`src/rtl/pc_unit.sv`:
```
// Program counter unit: sequential fetch, branch/jump/register-jump redirects,
// exception entry/return, and a one-deep deferred redirect held across stalls.
module pc_unit #(
    parameter int unsigned         ADDR_W    = 32,
    parameter logic [ADDR_W-1:0]   RESET_VEC = 'h0000_3000,
    parameter logic [ADDR_W-1:0]   EXC_VEC   = 'h0000_4180
) (
    input  logic              clock,
    input  logic              flag_reset,
    input  logic              imem_ready,
    input  logic              stall,
    input  logic              br_take,
    input  logic [15:0]       br_off,
    input  logic              jmp,
    input  logic [25:0]       jmp_idx,
    input  logic              jr,
    input  logic [ADDR_W-3:0] jr_addr,
    input  logic              exc,
    input  logic              eret,
    output logic [ADDR_W-3:0] pc,
    output logic [ADDR_W-3:0] pc_plus4,
    output logic [ADDR_W-3:0] epc,
    output logic              redir_pend
);

    localparam int unsigned PW = ADDR_W - 2;

    typedef enum logic {RUN, PEND} state_t;

    state_t        state, state_n;
    logic [PW-1:0] pend_tgt, pend_tgt_n;
    logic [PW-1:0] pc_n, epc_n;
    logic [PW-1:0] br_tgt, jmp_tgt, req_tgt;
    logic          advance, req;

    assign pc_plus4   = pc + 1'b1;
    assign advance    = imem_ready & ~stall;
    assign req        = jr | jmp | br_take;
    assign redir_pend = (state == PEND);
    assign br_tgt     = pc_plus4 + {{(PW-16){br_off[15]}}, br_off};

    // Jump keeps the upper region bits of pc_plus4; works down to a 26-bit word address.
    always_comb begin
        jmp_tgt       = pc_plus4;
        jmp_tgt[25:0] = jmp_idx;
    end

    always_comb begin
        req_tgt = br_tgt;
        if (jr)
            req_tgt = jr_addr;
        else if (jmp)
            req_tgt = jmp_tgt;
    end

    always_comb begin
        pc_n       = pc;
        epc_n      = epc;
        pend_tgt_n = pend_tgt;
        state_n    = state;
        if (exc) begin
            pc_n    = EXC_VEC[ADDR_W-1:2];
            epc_n   = pc;
            state_n = RUN;
        end else if (eret) begin
            pc_n    = epc;
            state_n = RUN;
        end else if (req) begin
            if (advance) begin
                pc_n    = req_tgt;
                state_n = RUN;
            end else begin
                pend_tgt_n = req_tgt;
                state_n    = PEND;
            end
        end else if (state == PEND) begin
            if (advance) begin
                pc_n    = pend_tgt;
                state_n = RUN;
            end
        end else if (advance) begin
            pc_n = pc_plus4;
        end
    end

    always_ff @(posedge clock) begin
        if (flag_reset) begin
            pc       <= RESET_VEC[ADDR_W-1:2];
            epc      <= '0;
            pend_tgt <= '0;
            state    <= RUN;
        end else begin
            pc       <= pc_n;
            epc      <= epc_n;
            pend_tgt <= pend_tgt_n;
            state    <= state_n;
        end
    end

endmodule

```
`config.mk`:
```
export PLATFORM = sky130hd
export DESIGN_NAME = pc_unit
export DESIGN_NICKNAME = d
export VERILOG_FILES = /design/src/rtl/pc_unit.sv
export SDC_FILE = /design/constraint.sdc
export NUM_CORES = 1
export LEC_CHECK = 0
export BUFFER_PORTS_ARGS = -buffer_cell sky130_fd_sc_hd__buf_2
export CORE_ASPECT_RATIO = 1.75
export CORE_UTILIZATION = 54
export DETAILED_ROUTE_END_ITERATION = 10
export PLACE_DENSITY = 0.81
export SLEW_MARGIN = 20
export SYNTH_ARGS = -nofsm -noshare
export SYNTH_HDL_FRONTEND = slang
export SYNTH_SLANG_ARGS = --single-unit
```
`constraint.sdc`:
```
create_clock -name clock -period 4.69 [get_ports clock]
set_clock_uncertainty 0.1 [all_clocks]
set_input_delay 0.7035 -clock clock [delete_from_list [all_inputs] [get_ports clock]]
set_output_delay 0.7035 -clock clock [all_outputs]
set_load 0.1 [all_outputs]
```
==> impl_metrics.py, run 1 <==
metrics = {
    "hold_path": {
        "hp-start": "pend_tgt[25]$_SDFFE_PP0P_",
        "worstHoldPathType": "reg -> reg",
    },
    "placement": {
        "hpwl_um": 17400,
        "postPlaceCellArea_mm2": 0.00813,
        "io_buffers": 171,
        "dpl.cell_count": 1164,
        "place_congestion": 1.06,
    },
    "drt": {
        "dr.first_iter.drc_count": 759,
        "vias": 7493,
        "wirelength_um": 23300,
        "viasPerCell": 6.35,
        "drtAntennaViolNets": 0,
        "drc_errors": 0,
        "first_pass_iters": 7,
        "wire_per_inst_um": 19.8,
    },
    "synthesis": {
        "synth_top_family_by_area": "compound AO/OA/AOI/OAI gates",
        "synth_fa_ha_area_frac": 0.0697,
        "netlist_area_mm2": 0.00675,
        "synth_compound_area_frac": 0.257,
        "async_reset_ff_frac": 0,
        "synth_xor_area_frac": 0.0648,
        "yosysSeqAreaShare": 0.270,
        "synth-edff-count": 0,
        "synthSimpleGateAreaFrac": 0.211,
        "synth-main-ff-cell": "dfxtp_1",
        "netlist.area_leader.share": 0.270,
        "synth_area_leaders": "dfxtp_1 27%, ha_1 6.7%, mux2i_1 6.7%, nor2_1 5.7%, nand2_1 4.9%",
        "ys_warn_count": 0,
        "synth_common_cells": "103 x nor2_1, 91 x dfxtp_1, 89 x nand2_1, 66 x a21oi_1, 47 x o21ai_0",
        "yosysTopAreaCell": "dfxtp_1",
        "synth_nets": 991,
        "ys_seq_elements": 91,
        "syn_inst": 873,
        "post-synth-top-count-cell": "nor2_1",
        "muxShareOfSynthArea": 0.0856,
        "syn-mean-instance-area_um2": 7.74,
        "ys_types": 63,
    },
    "floorplan": {
        "pin_count": 172,
        "core_area_mm2": 0.0121,
        "rows": 53,
        "chipWidth_um": 86.5,
        "die_h_um": 150,
        "die-area_mm2": 0.0130,
        "initial_core_util": 0.560,
    },
    "global_route": {
        "grt_max_degree": 41,
        "grt_usage": 0.358,
        "overflow": 0,
        "grt_first_pass_wirelength_um": 35700,
        "grt_pass1_vias": 7006,
        "grt_antenna_before_repair": 0,
    },
    "power": {
        "p_per_area_mw_per_mm2": 276,
        "vdd_ir_drop_max_mv": 0.323,
        "p_total_w": 0.00234,
        "leakage_nw": 3.81,
    },
    "clock_network": {
        "cts_root_buf": "clkbuf_16",
        "h-tree-depth": 3,
        "clock_latency_ns": 0.35,
        "clockBufferDepth": 2,
        "cts_setup_buffers": 0,
        "clkTransAtPathRegs_ns": 0.07,
        "cts_num_sinks": 91,
        "cts_made_buffers": 9,
        "cts_tree": "built",
    },
    "cells_and_area": {
        "final_util": 0.701,
        "antennaDiodeCount": 0,
        "area_growth_pct": 25.3,
        "fillers": 1038,
        "layout.cells.non_filler": 1180,
        "finalInstanceArea_mm2": 0.00846,
        "final_nets": 1128,
        "multi_input_area_mm2": 0.00505,
        "drive_above_1_share": 0.270,
        "ff_latch_area_mm2": 0.00186,
    },
    "sta": {
        "setup_viol": 0,
        "finalCriticalPeriod_ns": 4.40,
        "final_hold_viol_count": 0,
        "fin_tns_setup_ns": 0,
        "grt_setup_unrepaired": "false",
        "max_slew.worst_pin.slew_ns": 1.05,
        "maxSlewHeadroom": 0.293,
        "max_freq_ghz": 0.227,
        "min_period_over_period": 0.938,
        "maxSlewViolCount": 0,
    },
    "worst_setup_path": {
        "startpoint": "pc[3]$_SDFFE_PP0N_",
        "r2r-start": "pc[3]$_SDFFE_PP0N_",
        "cp.arrival_ns": 4.50,
        "worstPathRequired_ns": 4.80,
        "worst-path-max-fanout": 7,
        "crit_type": "reg -> reg",
        "crit_path_end_kind": "register",
        "critPathLaunchType": "register",
    },
    "flow_run": {
        "cap_viol_max_count": 0,
    },
    "status": {
        "status": "completed",
    },
}
-- worst max-delay path, stage by stage (launching register included) --
cell and delay [ns]:
dfxtp_2 0.41, and4_4 0.28, nand4_4 0.18, nor2_1 0.30
nand3_1 0.26, nor2b_1 0.37, xor2_4 0.24, ha_1 0.31
o21ai_0 0.19, nor2_1 0.10, o41ai_2 0.42, and2_1 0.22
o211ai_1 0.11, a22oi_1 0.17, a31oi_1 0.06, a311oi_1 0.39
o21ai_0 0.13
-- layout make-up --
class,count,area share
flip-flops and latches,91,0.220
repair buffers,185,0.114
well taps,165,0.0244
clock inverters,6,0.0105
inverters,16,0.00710
multi-input cells,707,0.596
clock buffers,10,0.0282
-- sequential cells by signal, indices dropped and copies added, names as in the netlist --
signal	cells
redir_pend	1
pend_tgt	30
epc	30
pc	30
-- kinds of logic after synthesis --
| family | after synthesis |
|---|---|
| AND/OR/NAND/NOR | 304 |
| multiplexers | 56 |
| buffers and inverters | 75 |
| AO/OA/AOI/OAI | 260 |
| adder cells (fa/ha/maj) | 37 |
| flip-flops | 91 |
| XOR/XNOR | 50 |
-- cell usage in the layout, fill, tap and decap left out, types with 6 or more instances in the layout --
cell,count
dfxtp_2,21
nand3_1,22
a222oi_1,9
o211ai_1,24
mux2_2,10
xor2_1,9
xnor2_1,15
buf_2,171
and3_1,11
nor3_1,19
a21oi_1,66
dfxtp_1,67
o21a_1,10
nand2b_1,17
a22oi_1,8
xnor2_4,7
nor2_1,102
o22ai_1,8
o31ai_1,7
nand4_1,10
a31oi_1,6
o21ai_0,47
nor2b_1,7
xor2_4,7
clkbuf_16,9
a211oi_1,14
inv_1,15
mux2i_1,45
a221oi_1,8
ha_1,34
xnor2_2,9
nand2_1,89
buf_4,14
a21o_1,14
-- power breakdown --
part	internal [W]	total, W	switching [W]	leakage (nW)
clock	0.000481	0.000795	0.000313	0.155
combinational	0.000206	0.000699	0.000493	2.91
sequential	0.000804	0.000845	0.0000413	0.751
total	0.00149	0.00234	0.000848	3.81
-- layer usage --
layer / track usage / up-vias / part of all wire / wire, µm
met3: 0.0673 / 85 / 0.10 / 2320
met4: 0.180 / 0 / 0.044 / 1030
met5: 0 / - / 0 / 0
li1: - / 3471 / - / -
met2: 0.588 / 472 / 0.48 / 11100
met1: 0.444 / 3465 / 0.38 / 8860
-- what timing repair did --
| item | 4_1_cts | 5_1_grt |
|---|---|---|
| gates resized for setup | 0 | 1 |
| endpoints found under the setup margin | 0 | 2 |
| hold buffers | 0 | 0 |
-- final timing paths --
kind / endpoint / slack [ns] / cells past startpoint
min: pend_tgt[25]$_SDFFE_PP0P_ / 0.36 / 2
max: pc[29]$_SDFFE_PP0N_ / 0.29 / 16
max reg2reg: pc[29]$_SDFFE_PP0N_ / 0.29 / 16
min reg2reg: pend_tgt[25]$_SDFFE_PP0P_ / 0.36 / 2
-- through the flow --
stage                     hold slack (ns)  setup slack, ns
after global placement              0.338            0.382
after CTS                           0.355            0.339
after global routing                0.371           0.0127
final                               0.357            0.293
after floorplan                     0.331           0.0291
after detailed placement            0.346            0.389
Power figures use the tool's default switching activity.
==> run 2, diff against run 1 <==
- CORE_UTILIZATION: 54 -> 55
- PLACE_DENSITY: 0.81 -> 0.82
- clock period: 4.69 -> 5.3 ns (I/O delays scaled with it)
==> impl_metrics.py, run 2 (synthesis gave the netlist of run 1 again) <==
metrics = {
    "status": {
        "status": "completed",
    },
    "floorplan": {
        "initial_core_util": 0.563,
        "chipWidth_um": 85.8,
        "core_area_mm2": 0.0120,
        "die_h_um": 149,
        "rows": 53,
        "pin_count": 172,
        "die-area_mm2": 0.0127,
    },
    "global_route": {
        "grt_first_pass_wirelength_um": 35100,
        "overflow": 0,
        "grt_max_degree": 43,
        "grt_antenna_before_repair": 0,
        "grt_pass1_vias": 6687,
        "grt_usage": 0.356,
    },
    "hold_path": {
        "worstHoldPathType": "reg -> reg",
        "hold_depth": 2,
    },
    "placement": {
        "postPlaceCellArea_mm2": 0.00795,
        "place_congestion": 0.937,
        "hpwl_um": 17300,
        "io_buffers": 171,
        "dpl.cell_count": 1165,
    },
    "power": {
        "vdd_ir_drop_max_mv": 0.315,
        "leakage_nw": 3.78,
        "p_per_area_mw_per_mm2": 248,
    },
    "clock_network": {
        "clock_latency_ns": 0.35,
        "cts_root_buf": "clkbuf_16",
        "post_cts_resized": 0,
        "ctsHoldBuffers": 0,
        "clkTransAtPathRegs_ns": 0.06,
        "clockBufferDepth": 2,
        "cts_tree": "built",
        "cts_setup_buffers": 0,
        "h-tree-depth": 3,
        "cts_made_buffers": 9,
        "cts_num_sinks": 91,
    },
    "worst_setup_path": {
        "crit_path_end_kind": "register",
        "cp.arrival_ns": 4.77,
        "crit_type": "reg -> reg",
        "cp.depth": 17,
        "critPathSlowestCell": "nor4_2",
        "critPathLaunchType": "register",
        "reg2reg_depth": 17,
        "worstPathCellList": "ha_1 -> nand3_1 -> nor4_2 -> and3_1 -> nand4_1 -> xnor2_4 -> ha_1 -> a211oi_1 -> nor2_1 -> o41ai_1 -> buf_4 -> and2_1 -> o211ai_1 -> a22oi_1 -> a31oi_1 -> a311oi_1 -> o21ai_0",
        "worst-path-max-fanout": 8,
        "worstPathRequired_ns": 5.41,
        "crit_top_cell": "ha_1",
        "critPathMaxStageDelay_ns": 0.58,
        "cp_top_family": "simple AND/OR/NAND/NOR gates",
        "cp_num_buf_inv": 1,
        "r2r_slack_ns": 0.64,
    },
    "cells_and_area": {
        "fillers": 1032,
        "final_util": 0.690,
        "drive_above_1_share": 0.247,
        "area_growth_pct": 22.6,
        "layout.cells.non_filler": 1181,
        "antennaDiodeCount": 0,
        "ff_latch_area_mm2": 0.00183,
        "finalInstanceArea_mm2": 0.00828,
        "final_cell_mix": "171 x buf_2, 102 x nor2_1, 89 x nand2_1",
        "final_nets": 1129,
        "multi_input_area_mm2": 0.00489,
        "top_regs": "epc (30), pc (30), pend_tgt (30)",
        "layout_commonest_cell": "buf_2",
    },
    "sta": {
        "final_hold_viol_count": 0,
        "maxSlewViolCount": 0,
        "finalCriticalPeriod_ns": 4.66,
        "max_freq_ghz": 0.214,
        "grt_setup_unrepaired": "false",
        "max_slew.worst_pin.slew_ns": 0.690,
        "holdWs_ns": 0.349,
        "fin_tns_setup_ns": 0,
        "min_period_over_period": 0.880,
        "setup_viol": 0,
        "maxSlewHeadroom": 0.540,
    },
    "drt": {
        "vias": 7380,
        "wirelength_um": 22900,
        "wire_per_inst_um": 19.4,
        "drc_errors": 0,
        "first_pass_iters": 5,
        "dr.first_iter.drc_count": 532,
        "viasPerCell": 6.25,
        "drtAntennaViolNets": 0,
    },
    "flow_run": {
        "cap_viol_max_count": 0,
    },
}
## run 2: per-stage QoR
stage                     power, W  setup slack, ns
after floorplan            0.00121           0.0790
after global placement     0.00135            0.874
after detailed placement   0.00136            0.769
after CTS                  0.00205            0.745
after global routing       0.00213            0.242
final                      0.00206            0.636
## run 2: worst paths after layout
check	startpoint	end
max	pc[0]$_SDFFE_PP0N_	pc[29]$_SDFFE_PP0N_
min	pend_tgt[9]$_SDFFE_PP0P_	pend_tgt[9]$_SDFFE_PP0P_
max reg2reg	pc[0]$_SDFFE_PP0N_	pc[29]$_SDFFE_PP0N_
min reg2reg	pend_tgt[9]$_SDFFE_PP0P_	pend_tgt[9]$_SDFFE_PP0P_
## run 2: area by class of cell
| type | count | share of cell area |
|---|---|---|
| Multi-Input combinational cell | 707 | 0.590 |
| Sequential cell | 91 | 0.221 |
| Timing Repair Buffer | 186 | 0.117 |
| Clock buffer | 11 | 0.0293 |
| Tap cell | 165 | 0.0249 |
| Clock inverter | 5 | 0.0103 |
| Inverter | 16 | 0.00725 |
## run 2: metal layers
layer / track usage / part of all wire / vias up
met4: 0.163 / 0.039 / 0
met5: 0 / 0 / -
li1: - / - / 3486
met1: 0.467 / 0.41 / 3441
met2: 0.585 / 0.48 / 395
met3: 0.0388 / 0.077 / 58
## run 2: where the power goes
group	switching [W]	internal (W)	total (W)
clock	0.000273	0.000429	0.000701
combinational	0.000433	0.000178	0.000610
sequential	0.0000346	0.000711	0.000746
## run 2: tightest hold or removal path, stage by stage (launching register included)
cell	delay, ns
dfxtp_1	0.30
nand2_1	0.05
a21oi_1	0.05
==> run 3, diff against run 2 <==
- ABC_AREA: unset -> 1
- PLACE_DENSITY: 0.82 -> 0.81
==> impl_metrics.py, run 3 <==
metrics = {
    "floorplan": {
        "pin_count": 172,
        "rows": 57,
        "initial_core_util": 0.560,
        "die-area_mm2": 0.0146,
        "core_area_mm2": 0.0138,
        "chipWidth_um": 91.7,
        "die_h_um": 159,
    },
    "worst_setup_path": {
        "r2r-start": "pc[1]$_SDFFE_PP0N_",
        "worst-path-max-fanout": 5,
        "cp.arrival_ns": 4.20,
        "crit_type": "reg -> reg",
        "crit_path_end_kind": "register",
        "r2r-end": "pc[10]$_SDFFE_PP1P_",
        "reg2reg_depth": 19,
        "r2r_slack_ns": 1.29,
        "critPathLaunchType": "register",
        "cp_num_buf_inv": 2,
        "crit_top_cell": "nand2_1",
        "critPathSlowestCell": "xor2_1",
        "worstPathCellList": "ha_1 -> nand2_1 -> inv_1 -> nand2_2 -> nor2_4 -> nand2_1 -> nor2_1 -> xor2_1 -> ha_1 -> nand2_1 -> o21ai_0 -> inv_1 -> nand3_1 -> xnor2_1 -> o21ai_0 -> nand3_1 -> o211ai_1 -> nand2_1 -> nand2_1",
        "worstPathRequired_ns": 5.49,
        "cp_top_family": "simple AND/OR/NAND/NOR gates",
        "critPathMaxStageDelay_ns": 0.46,
    },
    "drt": {
        "first_pass_iters": 7,
        "wire_per_inst_um": 16.7,
        "drc_errors": 0,
        "dr.first_iter.drc_count": 619,
        "drtAntennaViolNets": 0,
        "vias": 9120,
        "viasPerCell": 5.56,
        "wirelength_um": 27400,
    },
    "hold_path": {
        "worst_hold_path.endpoint": "epc[17]$_SDFFE_PP0P_",
        "hold_depth": 2,
        "hp-start": "epc[17]$_SDFFE_PP0P_",
        "worstHoldPathType": "reg -> reg",
    },
    "sta": {
        "final_hold_viol_count": 0,
        "maxSlewViolCount": 0,
        "max_freq_ghz": 0.250,
        "finalCriticalPeriod_ns": 4.01,
        "grt_setup_unrepaired": "false",
        "min_period_over_period": 0.756,
        "fin_tns_setup_ns": 0,
        "setup_viol": 0,
        "max_slew.worst_pin.slew_ns": 1.16,
        "maxSlewHeadroom": 0.223,
        "setup_slack_ns": 1.29,
    },
    "synthesis": {
        "netlist_area_mm2": 0.00774,
        "syn-mean-instance-area_um2": 5.85,
        "synth-edff-count": 0,
        "ys_warn_count": 0,
        "synth_area_leaders": "dfxtp_1 24%, nand2_1 18%, a21oi_1 8.1%, nor2_1 7.9%, inv_1 7.9%",
        "post-synth-top-count-cell": "nand2_1",
        "synth_nets": 1441,
        "yosysSeqAreaShare": 0.235,
        "yosysTopAreaCell": "dfxtp_1",
        "synth_common_cells": "369 x nand2_1, 164 x nor2_1, 163 x inv_1, 125 x a21oi_1, 115 x o21ai_0",
        "ys_types": 44,
        "ys_seq_elements": 91,
        "netlist.area_leader.share": 0.235,
        "async_reset_ff_frac": 0,
        "synth-main-ff-cell": "dfxtp_1",
        "syn_inst": 1323,
    },
    "cells_and_area": {
        "final_util": 0.649,
        "area_growth_pct": 16.0,
        "drive_above_1_share": 0.164,
        "antennaDiodeCount": 0,
        "layout_commonest_cell": "nand2_1",
        "final_nets": 1576,
        "fillers": 1388,
        "top_regs": "epc (30), pc (30), pend_tgt (30)",
        "final_cell_mix": "369 x nand2_1, 171 x buf_2, 164 x nor2_1",
    },
    "power": {
        "p_per_area_mw_per_mm2": 260,
        "leakage_nw": 4.96,
        "vdd_ir_drop_max_mv": 0.244,
    },
    "clock_network": {
        "h-tree-depth": 3,
        "cts_setup_buffers": 0,
        "cts_num_sinks": 91,
        "post_cts_resized": 0,
        "clockBufferDepth": 2,
        "cts_tree": "built",
        "clock_latency_ns": 0.34,
        "ctsHoldBuffers": 0,
        "cts_made_buffers": 9,
        "clkTransAtPathRegs_ns": 0.07,
        "cts_root_buf": "clkbuf_16",
    },
    "global_route": {
        "grt_pass1_vias": 8520,
        "grt_max_degree": 52,
        "grt_usage": 0.374,
        "grt_antenna_before_repair": 0,
        "grt_first_pass_wirelength_um": 42900,
        "overflow": 0,
    },
    "placement": {
        "hpwl_um": 21500,
        "io_buffers": 171,
        "place_congestion": 0.968,
        "dp_slack_ns": 1.48,
    },
    "flow_run": {
        "cap_viol_max_count": 0,
    },
    "status": {
        "status": "completed",
    },
}
## run 3: area by class of cell
type,count,area (µm²),share of cell area
multi-input cells,1008,5030,0.560
inverters,172,646,0.0719
flip-flops and latches,91,1820,0.203
clock buffers,10,229,0.0255
well taps,177,221,0.0247
clock inverters,6,136,0.0152
repair buffers,176,893,0.0995
## run 3: worst max-delay path by stage
| stage | start | to | slack, ns | cells after the start |
|---|---|---|---|---|
| after floorplan | pc[0]$_SDFFE_PP0N_ | pc[12]$_SDFFE_PP0P_ | 0.02 | 15 |
| after CTS | pc[1]$_SDFFE_PP0N_ | pc[25]$_SDFFE_PP0N_ | 1.46 | 24 |
| after global placement | pc[1]$_SDFFE_PP0N_ | pc[25]$_SDFFE_PP0N_ | 1.50 | 24 |
| after detailed placement | pc[1]$_SDFFE_PP0N_ | pc[25]$_SDFFE_PP0N_ | 1.48 | 24 |
| final | pc[1]$_SDFFE_PP0N_ | pc[10]$_SDFFE_PP1P_ | 1.29 | 19 |
| after global routing | pc[1]$_SDFFE_PP0N_ | pc[13]$_SDFFE_PP0N_ | 1.05 | 20 |
## run 3: kinds of logic (layout without fill, tap and decap cells)
group	count (synthesis)	count (layout)	synth area share
simple gates	664	664	0.364
compound gates	277	277	0.188
buf+inv	224	364	0.118
flops	91	91	0.235
fa+ha+maj	37	37	0.0608
xor+xnor	30	30	0.0339
## run 3: worst register-to-register path, cell delays in order (launching register included)
cell,delay (ns)
dfxtp_1,0.43
ha_1,0.25
nand2_1,0.07
inv_1,0.11
nand2_2,0.09
nor2_4,0.14
nand2_1,0.09
nor2_1,0.23
xor2_1,0.46
ha_1,0.38
nand2_1,0.11
o21ai_0,0.17
inv_1,0.09
nand3_1,0.28
xnor2_1,0.22
o21ai_0,0.28
nand3_1,0.13
o211ai_1,0.17
nand2_1,0.09
nand2_1,0.07
## run 3: through the flow
stage | cells | area [µm²] | hold WS [ns] | total power (W)
after CTS | 1640 | 8980 | 0.374 | 0.00233
after global routing | 1640 | 8980 | 0.399 | 0.00243
after floorplan | 1323 | 7770 | 0.327 | 0.00137
after global placement | 1624 | 8610 | 0.342 | 0.00154
after detailed placement | 1624 | 8610 | 0.362 | 0.00155
final | 1640 | 8980 | 0.375 | 0.00233
## run 3: metal layers
layer  part of all wire  wire, µm  GRT usage  vias to the layer above
li1                   -         -          -                     4480
met1               0.38     10400      0.437                     4108
met2               0.49     13500      0.655                      437
met3              0.068      1860     0.0387                       95
met4              0.061      1680      0.218                        0
met5                  0         0          0                        -
## run 3: power breakdown
| group | leakage, nW | internal (W) | switching (W) | total [W] |
|---|---|---|---|---|
| Clock | 0.173 | 0.000511 | 0.000277 | 0.000788 |
| Combinational | 4.04 | 0.000181 | 0.000605 | 0.000786 |
| Sequential | 0.748 | 0.000725 | 0.0000367 | 0.000761 |
